===== src/rtl/fetch_stage_pkg.sv =====
// Shared types and constants for the instruction-fetch stage of the 64-bit pipeline.
package fetch_stage_pkg;

    localparam int unsigned PC_W   = 64;
    localparam int unsigned INST_W = 32;

    localparam logic [PC_W-1:0]   DEFAULT_RESET_PC = 64'h0000_0000_0000_0000;
    localparam logic [INST_W-1:0] NOP_INST         = 32'hD503_201F;
    localparam logic [PC_W-1:0]   PC_STEP          = 64'h0000_0000_0000_0004;

    typedef enum logic [1:0] {
        ST_BOOT   = 2'd0,
        ST_RUN    = 2'd1,
        ST_HOLD   = 2'd2,
        ST_BUBBLE = 2'd3
    } fetch_state_t;

    // Sequential fetch address; wraps modulo 2^PC_W without any flag.
    function automatic logic [PC_W-1:0] pc_next(input logic [PC_W-1:0] pc);
        return pc + PC_STEP;
    endfunction

endpackage


===== src/rtl/fetch_stage_if.sv =====
// Control, instruction-memory and IF/ID signals of the fetch stage.
interface fetch_stage_if;
    import fetch_stage_pkg::*;

    logic              stall;
    logic              redirect;
    logic [PC_W-1:0]   redirect_pc;
    logic [PC_W-1:0]   imem_addr;
    logic [INST_W-1:0] imem_rdata;
    logic [INST_W-1:0] inst_out;
    logic [PC_W-1:0]   pc_out;
    logic              valid_out;

    // Environment side: hazard unit, branch unit, memory and IF/ID register.
    modport master (
        output stall, redirect, redirect_pc, imem_rdata,
        input  imem_addr, inst_out, pc_out, valid_out
    );

    // Fetch stage side.
    modport slave (
        input  stall, redirect, redirect_pc, imem_rdata,
        output imem_addr, inst_out, pc_out, valid_out
    );
endinterface


===== src/rtl/fetch_stage_pc_reg.sv =====
// PC-wide register with synchronous reset and load enable.
module fetch_stage_pc_reg
    import fetch_stage_pkg::*;
#(
    parameter logic [PC_W-1:0] RST_VAL = 64'h0000_0000_0000_0000
) (
    input  logic            clk,
    input  logic            reset,
    input  logic            load_i,
    input  logic [PC_W-1:0] d_i,
    output logic [PC_W-1:0] q_o
);

    logic [PC_W-1:0] value_q;

    // Reset dominates; otherwise capture d_i only when loaded.
    always_ff @(posedge clk) begin
        if (reset) begin
            value_q <= RST_VAL;
        end else if (load_i) begin
            value_q <= d_i;
        end else begin
            value_q <= value_q;
        end
    end

    assign q_o = value_q;

endmodule


===== src/rtl/fetch_stage.sv =====
// Instruction-fetch stage: owns the PC, drives a 1-cycle synchronous instruction memory,
// and absorbs stall/redirect by holding or squashing what it presents to IF/ID.
module fetch_stage
    import fetch_stage_pkg::*;
#(
    parameter logic [PC_W-1:0] RESET_PC = DEFAULT_RESET_PC
) (
    input  logic          clk,
    input  logic          reset,
    fetch_stage_if.slave  fif
);

    fetch_state_t      state_q,     state_d;
    logic [INST_W-1:0] hold_inst_q, hold_inst_d;

    logic              issue_ld_s;
    logic [PC_W-1:0]   issue_pc_d, issue_pc_q;
    logic              resp_ld_s;
    logic [PC_W-1:0]   resp_pc_q;

    // issue_pc is the address currently presented to memory.
    fetch_stage_pc_reg #(.RST_VAL(RESET_PC)) u_issue_pc (
        .clk    (clk),
        .reset  (reset),
        .load_i (issue_ld_s),
        .d_i    (issue_pc_d),
        .q_o    (issue_pc_q)
    );

    // resp_pc is the address whose data is now on imem_rdata.
    fetch_stage_pc_reg #(.RST_VAL(64'h0000_0000_0000_0000)) u_resp_pc (
        .clk    (clk),
        .reset  (reset),
        .load_i (resp_ld_s),
        .d_i    (issue_pc_q),
        .q_o    (resp_pc_q)
    );

    // State and held-instruction registers.
    always_ff @(posedge clk) begin
        if (reset) begin
            state_q     <= ST_BOOT;
            hold_inst_q <= NOP_INST;
        end else begin
            state_q     <= state_d;
            hold_inst_q <= hold_inst_d;
        end
    end

    // Next-state logic: redirect beats stall, stall beats advance.
    always_comb begin
        state_d     = state_q;
        hold_inst_d = hold_inst_q;
        issue_ld_s  = 1'b0;
        issue_pc_d  = issue_pc_q;
        resp_ld_s   = 1'b0;

        if (fif.redirect) begin
            issue_ld_s  = 1'b1;
            issue_pc_d  = fif.redirect_pc;
            hold_inst_d = NOP_INST;
            state_d     = ST_BUBBLE;
        end else begin
            case (state_q)
                ST_BOOT, ST_BUBBLE: begin
                    if (!fif.stall) begin
                        resp_ld_s  = 1'b1;
                        issue_ld_s = 1'b1;
                        issue_pc_d = pc_next(issue_pc_q);
                        state_d    = ST_RUN;
                    end else begin
                        state_d    = state_q;
                    end
                end
                ST_RUN: begin
                    if (fif.stall) begin
                        hold_inst_d = fif.imem_rdata;
                        state_d     = ST_HOLD;
                    end else begin
                        resp_ld_s  = 1'b1;
                        issue_ld_s = 1'b1;
                        issue_pc_d = pc_next(issue_pc_q);
                        state_d    = ST_RUN;
                    end
                end
                ST_HOLD: begin
                    // Memory has been re-reading issue_pc throughout, so resuming loses nothing.
                    if (!fif.stall) begin
                        resp_ld_s  = 1'b1;
                        issue_ld_s = 1'b1;
                        issue_pc_d = pc_next(issue_pc_q);
                        state_d    = ST_RUN;
                    end else begin
                        state_d    = ST_HOLD;
                    end
                end
                default: begin
                    state_d = ST_BOOT;
                end
            endcase
        end
    end

    // Output mux; reset and redirect cycles always present a bubble.
    always_comb begin
        fif.inst_out  = NOP_INST;
        fif.pc_out    = 64'h0000_0000_0000_0000;
        fif.valid_out = 1'b0;

        if (reset || fif.redirect) begin
            fif.inst_out  = NOP_INST;
            fif.pc_out    = 64'h0000_0000_0000_0000;
            fif.valid_out = 1'b0;
        end else begin
            case (state_q)
                ST_RUN: begin
                    fif.inst_out  = fif.imem_rdata;
                    fif.pc_out    = resp_pc_q;
                    fif.valid_out = 1'b1;
                end
                ST_HOLD: begin
                    fif.inst_out  = hold_inst_q;
                    fif.pc_out    = resp_pc_q;
                    fif.valid_out = 1'b1;
                end
                default: begin
                    fif.inst_out  = NOP_INST;
                    fif.pc_out    = 64'h0000_0000_0000_0000;
                    fif.valid_out = 1'b0;
                end
            endcase
        end
    end

    assign fif.imem_addr = issue_pc_q;

    // Misaligned redirect targets are fetched as given but flagged.
    always @(posedge clk) begin
        if (!reset && fif.redirect) begin
            assert (fif.redirect_pc[1:0] == 2'b00)
                else $error("misaligned redirect_pc %h", fif.redirect_pc);
        end
    end

endmodule

===== src/flat_wrapper.sv =====
// flat-port wrapper written by rule: the top's interface ports become plain ports
module fetch_stage_flat import fetch_stage_pkg::*;
#(
    parameter logic [PC_W-1:0] RESET_PC = DEFAULT_RESET_PC
)
  (clk, reset, fif_stall, fif_redirect, fif_redirect_pc, fif_imem_rdata, fif_imem_addr, fif_inst_out, fif_pc_out, fif_valid_out);
  fetch_stage_if fif_i ();
  input  logic clk;
  input  logic reset;
  input wire logic [$bits(fif_i.stall)-1:0] fif_stall;
  input wire logic [$bits(fif_i.redirect)-1:0] fif_redirect;
  input wire logic [$bits(fif_i.redirect_pc)-1:0] fif_redirect_pc;
  input wire logic [$bits(fif_i.imem_rdata)-1:0] fif_imem_rdata;
  output wire logic [$bits(fif_i.imem_addr)-1:0] fif_imem_addr;
  output wire logic [$bits(fif_i.inst_out)-1:0] fif_inst_out;
  output wire logic [$bits(fif_i.pc_out)-1:0] fif_pc_out;
  output wire logic [$bits(fif_i.valid_out)-1:0] fif_valid_out;
  assign fif_i.stall = fif_stall;
  assign fif_i.redirect = fif_redirect;
  assign fif_i.redirect_pc = fif_redirect_pc;
  assign fif_i.imem_rdata = fif_imem_rdata;
  assign fif_imem_addr = fif_i.imem_addr;
  assign fif_inst_out = fif_i.inst_out;
  assign fif_pc_out = fif_i.pc_out;
  assign fif_valid_out = fif_i.valid_out;
  fetch_stage #(.RESET_PC(RESET_PC)) u_core (.clk(clk), .reset(reset), .fif(fif_i));
endmodule

===== config.mk =====
export PLATFORM = sky130hd
export DESIGN_NAME = fetch_stage_flat
export DESIGN_NICKNAME = d
export VERILOG_FILES = /design/src/rtl/fetch_stage_pkg.sv /design/src/rtl/fetch_stage_if.sv /design/src/rtl/fetch_stage_pc_reg.sv /design/src/rtl/fetch_stage.sv /design/src/flat_wrapper.sv
export SDC_FILE = /design/constraint.sdc
export NUM_CORES = 1
export LEC_CHECK = 0
export ABC_AREA = 1
export CORE_UTILIZATION = 44
export DETAILED_ROUTE_END_ITERATION = 6
export GPL_ROUTABILITY_DRIVEN = 0
export GPL_TIMING_DRIVEN = 0
export PLACE_DENSITY = 0.78
export SYNTH_ARGS = -nofsm -noshare
export SYNTH_HDL_FRONTEND = slang
export SYNTH_SLANG_ARGS = --single-unit

===== constraint.sdc =====
create_clock -name clk -period 1.6 [get_ports clk]
set_input_delay 0.24 -clock clk [delete_from_list [all_inputs] [get_ports clk]]
set_output_delay 0.24 -clock clk [all_outputs]
set_load 0.02 [all_outputs]

# Yosys cells after proc, flatten, opt, wreduce, memory -nomap -nowiden
# Cells that the tools add are included.
# totals
regBits,162
mem_count,0
inputBits,100
latch_bits,0
output_inout_bits,161
elab_cells,35
mem_bits_ro,0
ram_bits,0
# op_classes
shifts,0
n_lt_le_gt_ge,0
addsub,1
n_mux,17
eq_ne,5
div,0
mul,0
bitwise_logic,0
reduce_logical,8
# op_table
op,n
$mux 64,5
$add 64x3->64 const B,1
$pmux 32 s2,1
$mux 32,1
$mux 1,6
$mux 2,3
$reduce_or 2->1,3
$eq 2x2->1 const B,2
$pmux 2 s2,1
$reduce_and 2->1,2
$reduce_or 4->1,1
$ne 3x2->1 const B,1
$ne 3x3->1 const B,1
$eq 2x1->1 const B,1
$logic_not 2->1,1
$logic_or 1x1->1,1

# Longest topological paths before layout
# Gate-level depths: netlist of the first run.
# depth
depth_word,5
depth_mapped,12
mapped_depth_nobuf,12

# Hierarchy
# From an unflattened synthesis of the first run, not the netlist that was laid out.
# hier_totals
cells_unflattened,1764
area_unflattened_um2,10247.3
# modules_own_cells
mod,area_each_um2,seq_area_each_um2,cells_per_inst,instances
fetch_stage_pc_reg,2666.3,1281.2,405,2
fetch_stage,4914.7,680.7,954,1

# Worst setup path after synthesis of the first run
# No wires, ideal clock.
# synth_timing
kind,register to output
start,register u_core.state_q[0]
end,output port fif_inst_out[10]
required_ns,1.360
arrival_ns,1.613
path_buffers,2
stages_incl_launch_ff,8
slack_ns,-0.253
cell_sequence,dfxtp_1 -> inv_1 -> ha_1 -> nor2_2 -> inv_1 -> buf_2 -> buf_2 -> a21oi_1
# synth_via
elab_chain_len,3
elab_cells_between_ends,4
classes_between,2 x eq/ne; 2 x mux
# synth_lines
item,line,source
start: declaration,fetch_stage.sv:13,"fetch_state_t state_q, state_d;"
start signal: assignment,fetch_stage.sv:45,state_q <= state_d;
$eq 2x2->1 / $eq 2x1->1 (equally long branches),fetch_stage.sv:115,case (state_q)
$pmux 32 s2 (*),fetch_stage.sv:115,
$mux 32 (*),fetch_stage.sv:110,if (reset || fif.redirect) begin
end: declaration,flat_wrapper.sv:15,output wire logic [$bits(fif_i.inst_out)-1:0] fif_inst_out;
# Mark *: on every way between the ends. The rest lies on a longest branch, timed or not.

# Worst setup path in the final report of the first run
# layout_timing
start,register u_core.state_q[0]
end,output port fif_pc_out[18]
# layout_via
elab_chain_len,4
elab_cells_between_ends,5
classes_between,2 x eq/ne; 2 x mux; 1 x reduce/logical
# layout_lines
item,line,source
$eq 2x1->1 / $eq 2x2->1 (equally long branches),fetch_stage.sv:115,
$reduce_or 2->1 (no line) (*),--,
$mux 64 (*),fetch_stage.sv:115,
$mux 64 (*),fetch_stage.sv:110,
end: declaration,flat_wrapper.sv:16,output wire logic [$bits(fif_i.pc_out)-1:0] fif_pc_out;
# Marks and branches as above.

==> results.md, run 1 <==
* 7 — Pre-antenna DRT Iters
* 27320 um — post-DP HPWL
* 0 — number of max-capacitance violations reported
* 67.87% — synthesis-to-finish area growth
* 35.80% — share of the yosys chip area belonging to registers
* 261 — number of placed I/O pins
* 6.230 um2 — Post-Synthesis Mean Instance Area
* 38.16% — Simple-Gate Fraction of Synth Area
* u_core.u_issue_pc.q_o[27] — Reg-to-Reg Start
* 2 — clock buffer depth
* 41.5% — power share of the sequential group
* 0.0008719 V — Max VDD drop
* 20.18 um — DR WL/cell
* 12.14k — via count
* 17 — number of buffers inserted during clock tree synthesis
* 44.77% — Initial Util
* 440 ps — clock latency reported for the late side of the worst-skew pair
* 162 — total of flip-flops plus latches after synthesis
* DRC, setup timing — violations in the final reports
* 21170 um2 — Total Die Area
* 134.6% — share of the clock period used by the worst path after layout
* 1557 — net count of the mapped netlist
* 0 — synthesis warning total
* 70 ps — register clock-pin slew on the reported worst setup and hold paths
* 9059 um2 — netlist area before placement
* 0 — Final Hold Fails
* 10.85k — via count of the first global-routing pass
* 6.280 nW — LEAKAGE
* 145.5 um — chip width
* 1910 ps — arrival time at the worst endpoint
* 6173 um2 — multi-input gate area in the final layout
* 326 x nand2_1, 191 x inv_1, 172 x nor2_1, 115 x buf_6, 111 x dfxtp_1 — most frequent cells in the layout
* 7.332 mW — total internal power
* u_core.u_issue_pc.q_o[38] — Critical R2R Capture
* 145.5 um — height of the die
* 3364 um2 — area used by sequential logic in the layout
* 259 — number of buffers added on ports
* 32.08% — proportion of total power due to net switching
* finished with violations — outcome
* 3.464 mW — net switching power
* 10 — critical path fanouts, max
* 1454 — cells after synthesis
* 1603 — Initial DRC Count
* 14.07% — synthesized-area fraction occupied by ao, oa, aoi and oai cells
* 42170 um — WL final
* fif_pc_out[18] — timing endpoint of the critical path
* 142 — count of final setup violators
* 75.15% — post-layout utilization of the core
* 20230 um2 — core region area
* simple AND/OR/NAND/NOR gates — main combinational cell family by area after synthesis
* flip-flop — crit path launch type
* 2154 ps — minimum clock period
* 5.810 — vias per std cell
* 36.17% — combined global-route utilization of all metal layers
* 85 — Remaining DRCs
* 881.4 ps — transition time of the tightest slew-check pin
* -1386 ps — setup slack after placement
* 52 — count of standard-cell rows
* done — TritonCTS clock tree
* 36 — number of library cell types mapped by synthesis
* 36.0% — share of total power in the clock network
* input pin to flip-flop — worst hold-check path type
* 20 — maximum number of pins on one net before global-route repair
* 4 — maximum level of the CTS H-tree
* 1983 — number of placed instances, taps included
* 22.4% — Comb pwr share
* 0 — max-slew violations
* 0.4144% — area share of fa/ha/maj cells after synthesis
* 0 — overall overflow remaining after global route
* 30.13% — layout cell share with drive strength beyond 1
* flip-flop to output port — kind of critical path
* u_core.state_q[0] — worst setup path startpoint
* nand2_1 — most common cell after layout, fill and taps aside
* 9.982 ps — Worst Clk Skew
* 0 — Routed Antenna Nets
* yes — setup repair after global routing missed its margin
* output port — Critical Path End Type
* 162 — # clock sinks
* 2090 — number of standard cells in the final layout excluding fillers
* 1 — initial antenna violation count
* clkbuf_16 — CTS Root Buffer Type
* 10 — Worst Reg-to-Reg Cells
* 59330 um — first-pass GRT wire length
* 41.24% — max_slew headroom
* 0.4642 GHz — maximum operating frequency
* -360 ps — register-to-register path setup slack
* 1909 — number of nets in the finished design
* 1360 ps — worst endpoint required time
* -554.1 ps — final worst slack
* 0% — proportion of synthesized area in mux cells
* 709.9 nW/um2 — power density over the cells
* 0% — area share of xor/xnor cells in the synthesized design
* 1396 — filler cell count in the final layout
* -53970 ps — total negative setup slack
* 0 — hold buffer count at cts
==> area by class of cell <==
type                       count  area share (%)
clock buffer                  22           3.052
multi-input combinational   1021           40.60
clock inverter                10          0.5101
antenna                        1         0.01646
timing repair buffer         335           22.70
buffer                        68           3.735
sequential                   162           22.12
inverter                     201           5.044
tap                          270           2.221
==> worst min-delay path by stage <==
| stage | cells past startpoint | slack, ps | to | startpoint |
|---|---|---|---|---|
| after floorplan | 2 | 400 | u_core.u_issue_pc.q_o[4] | fif_redirect_pc[4] |
| after global placement | 2 | 450 | u_core.u_resp_pc.q_o[20] | u_core.u_resp_pc.q_o[20] |
| after detailed placement | 2 | 460 | u_core.u_resp_pc.q_o[12] | u_core.u_resp_pc.q_o[12] |
| after CTS | 5 | 380 | u_core.hold_inst_q[5] | reset |
| after global routing | 5 | 400 | u_core.hold_inst_q[5] | reset |
| final | 5 | 390 | u_core.hold_inst_q[5] | reset |
==> sequential cells by signal, indices dropped and copies added, names as in the netlist <==
register,cells
u_core.hold_inst_q,32
u_core.state_q,2
u_core.u_issue_pc.q_o,64
u_core.u_resp_pc.q_o,64
==> synth_stat cells <==
| library cell | n | area share (%) |
|---|---|---|
| o21ai_1 | 1 | 0.055 |
| nand3_2 | 1 | 0.11 |
| dfxtp_1 | 162 | 36 |
| nand4_1 | 19 | 1.3 |
| nand3b_1 | 17 | 1.4 |
| clkbuf_1 | 40 | 1.7 |
| nor4_1 | 2 | 0.14 |
| o211ai_1 | 18 | 1.5 |
| ha_1 | 3 | 0.41 |
| o21ai_0 | 77 | 4.3 |
| a21oi_1 | 44 | 2.4 |
| o2111ai_1 | 1 | 0.097 |
| nand3_1 | 97 | 5.4 |
| or2_2 | 2 | 0.14 |
| inv_2 | 3 | 0.12 |
| nor2_1 | 269 | 11 |
| clkinv_1 | 3 | 0.12 |
| nand2_4 | 2 | 0.25 |
| a32oi_1 | 1 | 0.097 |
| and2_1 | 2 | 0.14 |
| nand2_1 | 355 | 15 |
| buf_1 | 7 | 0.29 |
| buf_2 | 23 | 1.3 |
| a221oi_1 | 3 | 0.29 |
| nor3_1 | 12 | 0.66 |
| o21bai_1 | 3 | 0.25 |
| nor2_2 | 14 | 0.97 |
| a211oi_1 | 42 | 3.5 |
| nor2_4 | 9 | 1.1 |
| a22o_1 | 11 | 1.1 |
| nand2_2 | 6 | 0.41 |
| nor2_8 | 1 | 0.22 |
| o31ai_1 | 1 | 0.083 |
| or2_0 | 1 | 0.069 |
| a31oi_1 | 7 | 0.48 |
| inv_1 | 195 | 8.1 |
==> layer usage <==
layer / GRT usage, % / part of all wire, % / vias to the layer above
li1: - / - / 5332
met1: 44.44 / 35 / 5467
met2: 56.44 / 44 / 1039
met3: 9.028 / 13 / 304
met4: 23.53 / 7.6 / 0
met5: 0 / 0 / -
==> what timing repair did <==
item	4_1_cts	5_1_grt
gates cloned	2	10
pin swaps	37	65
gates resized for setup	826	203
endpoints found under the setup margin	316	215
setup buffers	40	26
==> stage by stage <==
stage / area (um2) / hold slack [ps] / power, mW
floorplan: 9729 / 399.2 / 5.608
global placement: 12660 / 452.1 / 6.511
detailed placement: 12660 / 455.6 / 6.537
CTS: 14170 / 375.5 / 10.44
global route: 15210 / 402.6 / 11.09
finish: 15210 / 387.0 / 10.80
==> cell families (layout without fill, tap and decap cells) <==
group                      after synthesis  after routing
and+or+nand+nor                        809            809
buffers and inverters                  271            636
AOI/OAI and AO/OA                      209            209
DFF                                    162            162
adders and majority gates                3              3
other                                    0              1
==> power by group through the flow <==
stage          Combinational [mW]  Sequential [mW]  Clock [mW]
3_5_place_dp                 1.99             4.54           0
2_1_floorplan                1.02             4.59           0
5_1_grt                      2.55             4.49        4.04
4_1_cts                      2.14             4.45        3.85
6_report                     2.42             4.48        3.89
3_3_place_gp                 1.97             4.54           0
==> critical path, cell delays in order, from the launching register on <==
cell and delay, ps:
dfxtp_2 350, inv_2 50, ha_4 240, nor2_4 140, inv_4 90, buf_12 160
buf_12 160, nor2_4 120, buf_6 130
Power figures use the tool's default switching activity.
==> run 2: changes to the inputs <==
- PLACE_DENSITY: 0.78 -> 0.79
==> run 2 against run 1 <==
Largest cell class unchanged. Largest power group unchanged. Die area unchanged. Sequential share of layout area rose by 0.60 points. Via count fell by 1.7%. Register-to-register slack improved by 70 ps. Wire length down 3.4%. Global-route usage shrank 0.33 points. Final area shrank 3.5%. Utilization shrank 2.7 points. Sequential power is essentially flat. Final cell count is 0.91% lower. The run ends with setup timing left. Clock skew shrank 1.0 ps. Hold slack got worse by 100 ps.
==> results.md, run 2 (same netlist as run 1, synthesis figures left out) <==
* 2 — clock buffer depth, unchanged
* flip-flop — crit path launch type, unchanged
* 0 — Final Hold Fails, unchanged
* 0.4799 GHz — maximum operating frequency, was 0.4642 GHz
* 130.2% — share of the clock period used by the worst path after layout, was 134.6%
* 2084 ps — minimum clock period, was 2154 ps
* nand2_1 — most common cell after layout, fill and taps aside, unchanged
* 20 — maximum number of pins on one net before global-route repair, unchanged
* 21170 um2 — Total Die Area, unchanged
* 27.90% — layout cell share with drive strength beyond 1, was 30.13%
* yes — setup repair after global routing missed its margin, unchanged
* 52 — count of standard-cell rows, unchanged
* 261 — number of placed I/O pins, unchanged
* 162 — # clock sinks, unchanged
* 1840 ps — arrival time at the worst endpoint, was 1910 ps
* 450 ps — clock latency reported for the late side of the worst-skew pair, was 440 ps
* 10 — critical path fanouts, max, unchanged
* clkbuf_16 — CTS Root Buffer Type, unchanged
* inv_2 -> ha_4 -> nor2_4 -> inv_4 -> buf_12 -> buf_12 -> nor2_4 -> buf_4 — CP Cell Sequence, was inv_2 -> ha_4 -> nor2_4 -> inv_4 -> buf_12 -> buf_12 -> nor2_4 -> buf_6
* 35.84% — combined global-route utilization of all metal layers, was 36.17%
* setup timing — violations in the final reports, was DRC, setup timing
* 284.1 ps — final worst hold slack, was 387.0 ps
* 259 — number of buffers added on ports, unchanged
* 17 — number of buffers inserted during clock tree synthesis, unchanged
* flip-flop to output port — kind of critical path, unchanged
* done — TritonCTS clock tree, unchanged
* 6.047 nW — LEAKAGE, was 6.280 nW
* 1889 — number of nets in the finished design, was 1909
* input pin to flip-flop — worst hold-check path type, unchanged
* dfxtp_2 — CP max stage cell, unchanged
* 1360 ps — worst endpoint required time, about the same
* 27160 um — post-DP HPWL, was 27320 um
* 19.67 um — DR WL/cell, was 20.18 um
* 760.2 nW/um2 — power density over the cells, was 709.9 nW/um2
* 5.766 — vias per std cell, was 5.810
* 11.94k — via count, was 12.14k
* 0.0008175 V — Max VDD drop, was 0.0008719 V
* 42.04% — max_slew headroom, was 41.24%
* 1 — initial antenna violation count, unchanged
* 44.77% — Initial Util, unchanged
* 3333 um2 — area used by sequential logic in the layout, was 3364 um2
* 0 — Remaining DRCs, was 85
* 0 — max-slew violations, unchanged
* 0 — hold buffer count at cts, unchanged
* finished with violations — outcome, unchanged
* 6041 um2 — multi-input gate area in the final layout, was 6173 um2
* 40750 um — WL final, was 42170 um
* 145.5 um — chip width, unchanged
* 1483 — Initial DRC Count, was 1603
* 337 x nand2_1, 191 x inv_1, 169 x nor2_1, 118 x dfxtp_1, 96 x clkdlybuf4s50_1 — most frequent cells in the layout, was 326 x nand2_1, 191 x inv_1, 172 x nor2_1, 115 x buf_6, 111 x dfxtp_1
* 70 ps — register clock-pin slew on the reported worst setup and hold paths, about the same
* 340 ps — delay of the slowest cell on the worst path, was 350 ps
* 1522 — filler cell count in the final layout, was 1396
* 154 — count of final setup violators, was 142
* 58770 um — first-pass GRT wire length, was 59330 um
* 0 — overall overflow remaining after global route, unchanged
* -1457 ps — setup slack after placement, was -1386 ps
* 10.91k — via count of the first global-routing pass, was 10.85k
* 0 — number of max-capacitance violations reported, unchanged
* 0 — Routed Antenna Nets, unchanged
* 869.4 ps — transition time of the tightest slew-check pin, was 881.4 ps
* 145.5 um — height of the die, unchanged
* output port — Critical Path End Type, unchanged
* 8.975 ps — Worst Clk Skew, was 9.982 ps
* 12 — Worst Reg-to-Reg Cells, was 10
* 20230 um2 — core region area, unchanged
* 7 — Pre-antenna DRT Iters, unchanged
* 4 — number of cells on the worst hold path, was 5
* -483.8 ps — final worst slack, was -554.1 ps
* 61.93% — synthesis-to-finish area growth, was 67.87%
* 4 — maximum level of the CTS H-tree, unchanged
run 2: timing repair:
action,4_1_cts,5_1_grt
resized for setup,743,161
endpoints found under the setup margin,317,218
pin swaps,29,50
setup buffers,31,20
gates cloned,4,2
run 2: worst paths after layout:
check                                              start                   endpoint  slack (ps)
worst max-delay path                   u_core.state_q[0]             fif_pc_out[22]        -480
worst min-delay path                               reset      u_core.hold_inst_q[5]         280
worst max register to register  u_core.u_issue_pc.q_o[2]  u_core.u_issue_pc.q_o[30]        -290
worst min register to register  u_core.u_resp_pc.q_o[17]   u_core.u_resp_pc.q_o[17]         470
run 2: final cells by class:
type,count,share of cell area [%]
Buffer,68,3.420
Sequential cell,162,22.72
Timing Repair Buffer,315,20.88
Tap cell,270,2.303
Inverter,201,5.194
Antenna cell,2,0.03412
Multi-Input combinational cell,1021,41.18
Clock inverter,12,1.151
Clock buffer,20,3.113
run 2: per-stage QoR:
stage	power, mW	util, %	area, um2	TNS (ps)	instances
floorplan	5.608	-	9729	-851.2	1454
global placement	6.511	62.56	12660	-229850	1983
detailed placement	6.540	62.56	12660	-230760	1983
CTS	10.94	68.96	13950	-42910	2048
global route	11.48	72.47	14660	-57180	2069
finish	11.15	72.50	14670	-48540	2071
run 2: critical path, delay by kind of cell (launching register included):
kind / cells / cell delay (ps)
adders and majority gates: 1 / 220
buffers and inverters: 5 / 600
DFF: 1 / 340
and+or+nand+nor: 2 / 240
run 2: power by group:
group	internal [mW]	total (mW)	switching, mW
Combinational	0.891	2.25	1.36
Sequential	4.25	4.48	0.224
Clock	2.58	4.42	1.84
run 2: routing by layer:
layer  vias up  track usage [%]  wire length (um)  share of wire, %
met4         0            22.32              3047               7.5
met1      5315            44.43             14750                36
met3       293            8.871              5471                13
li1       5301                -                 -                 -
met2      1032            55.96             17480                43
met5         -                0                 0                 0
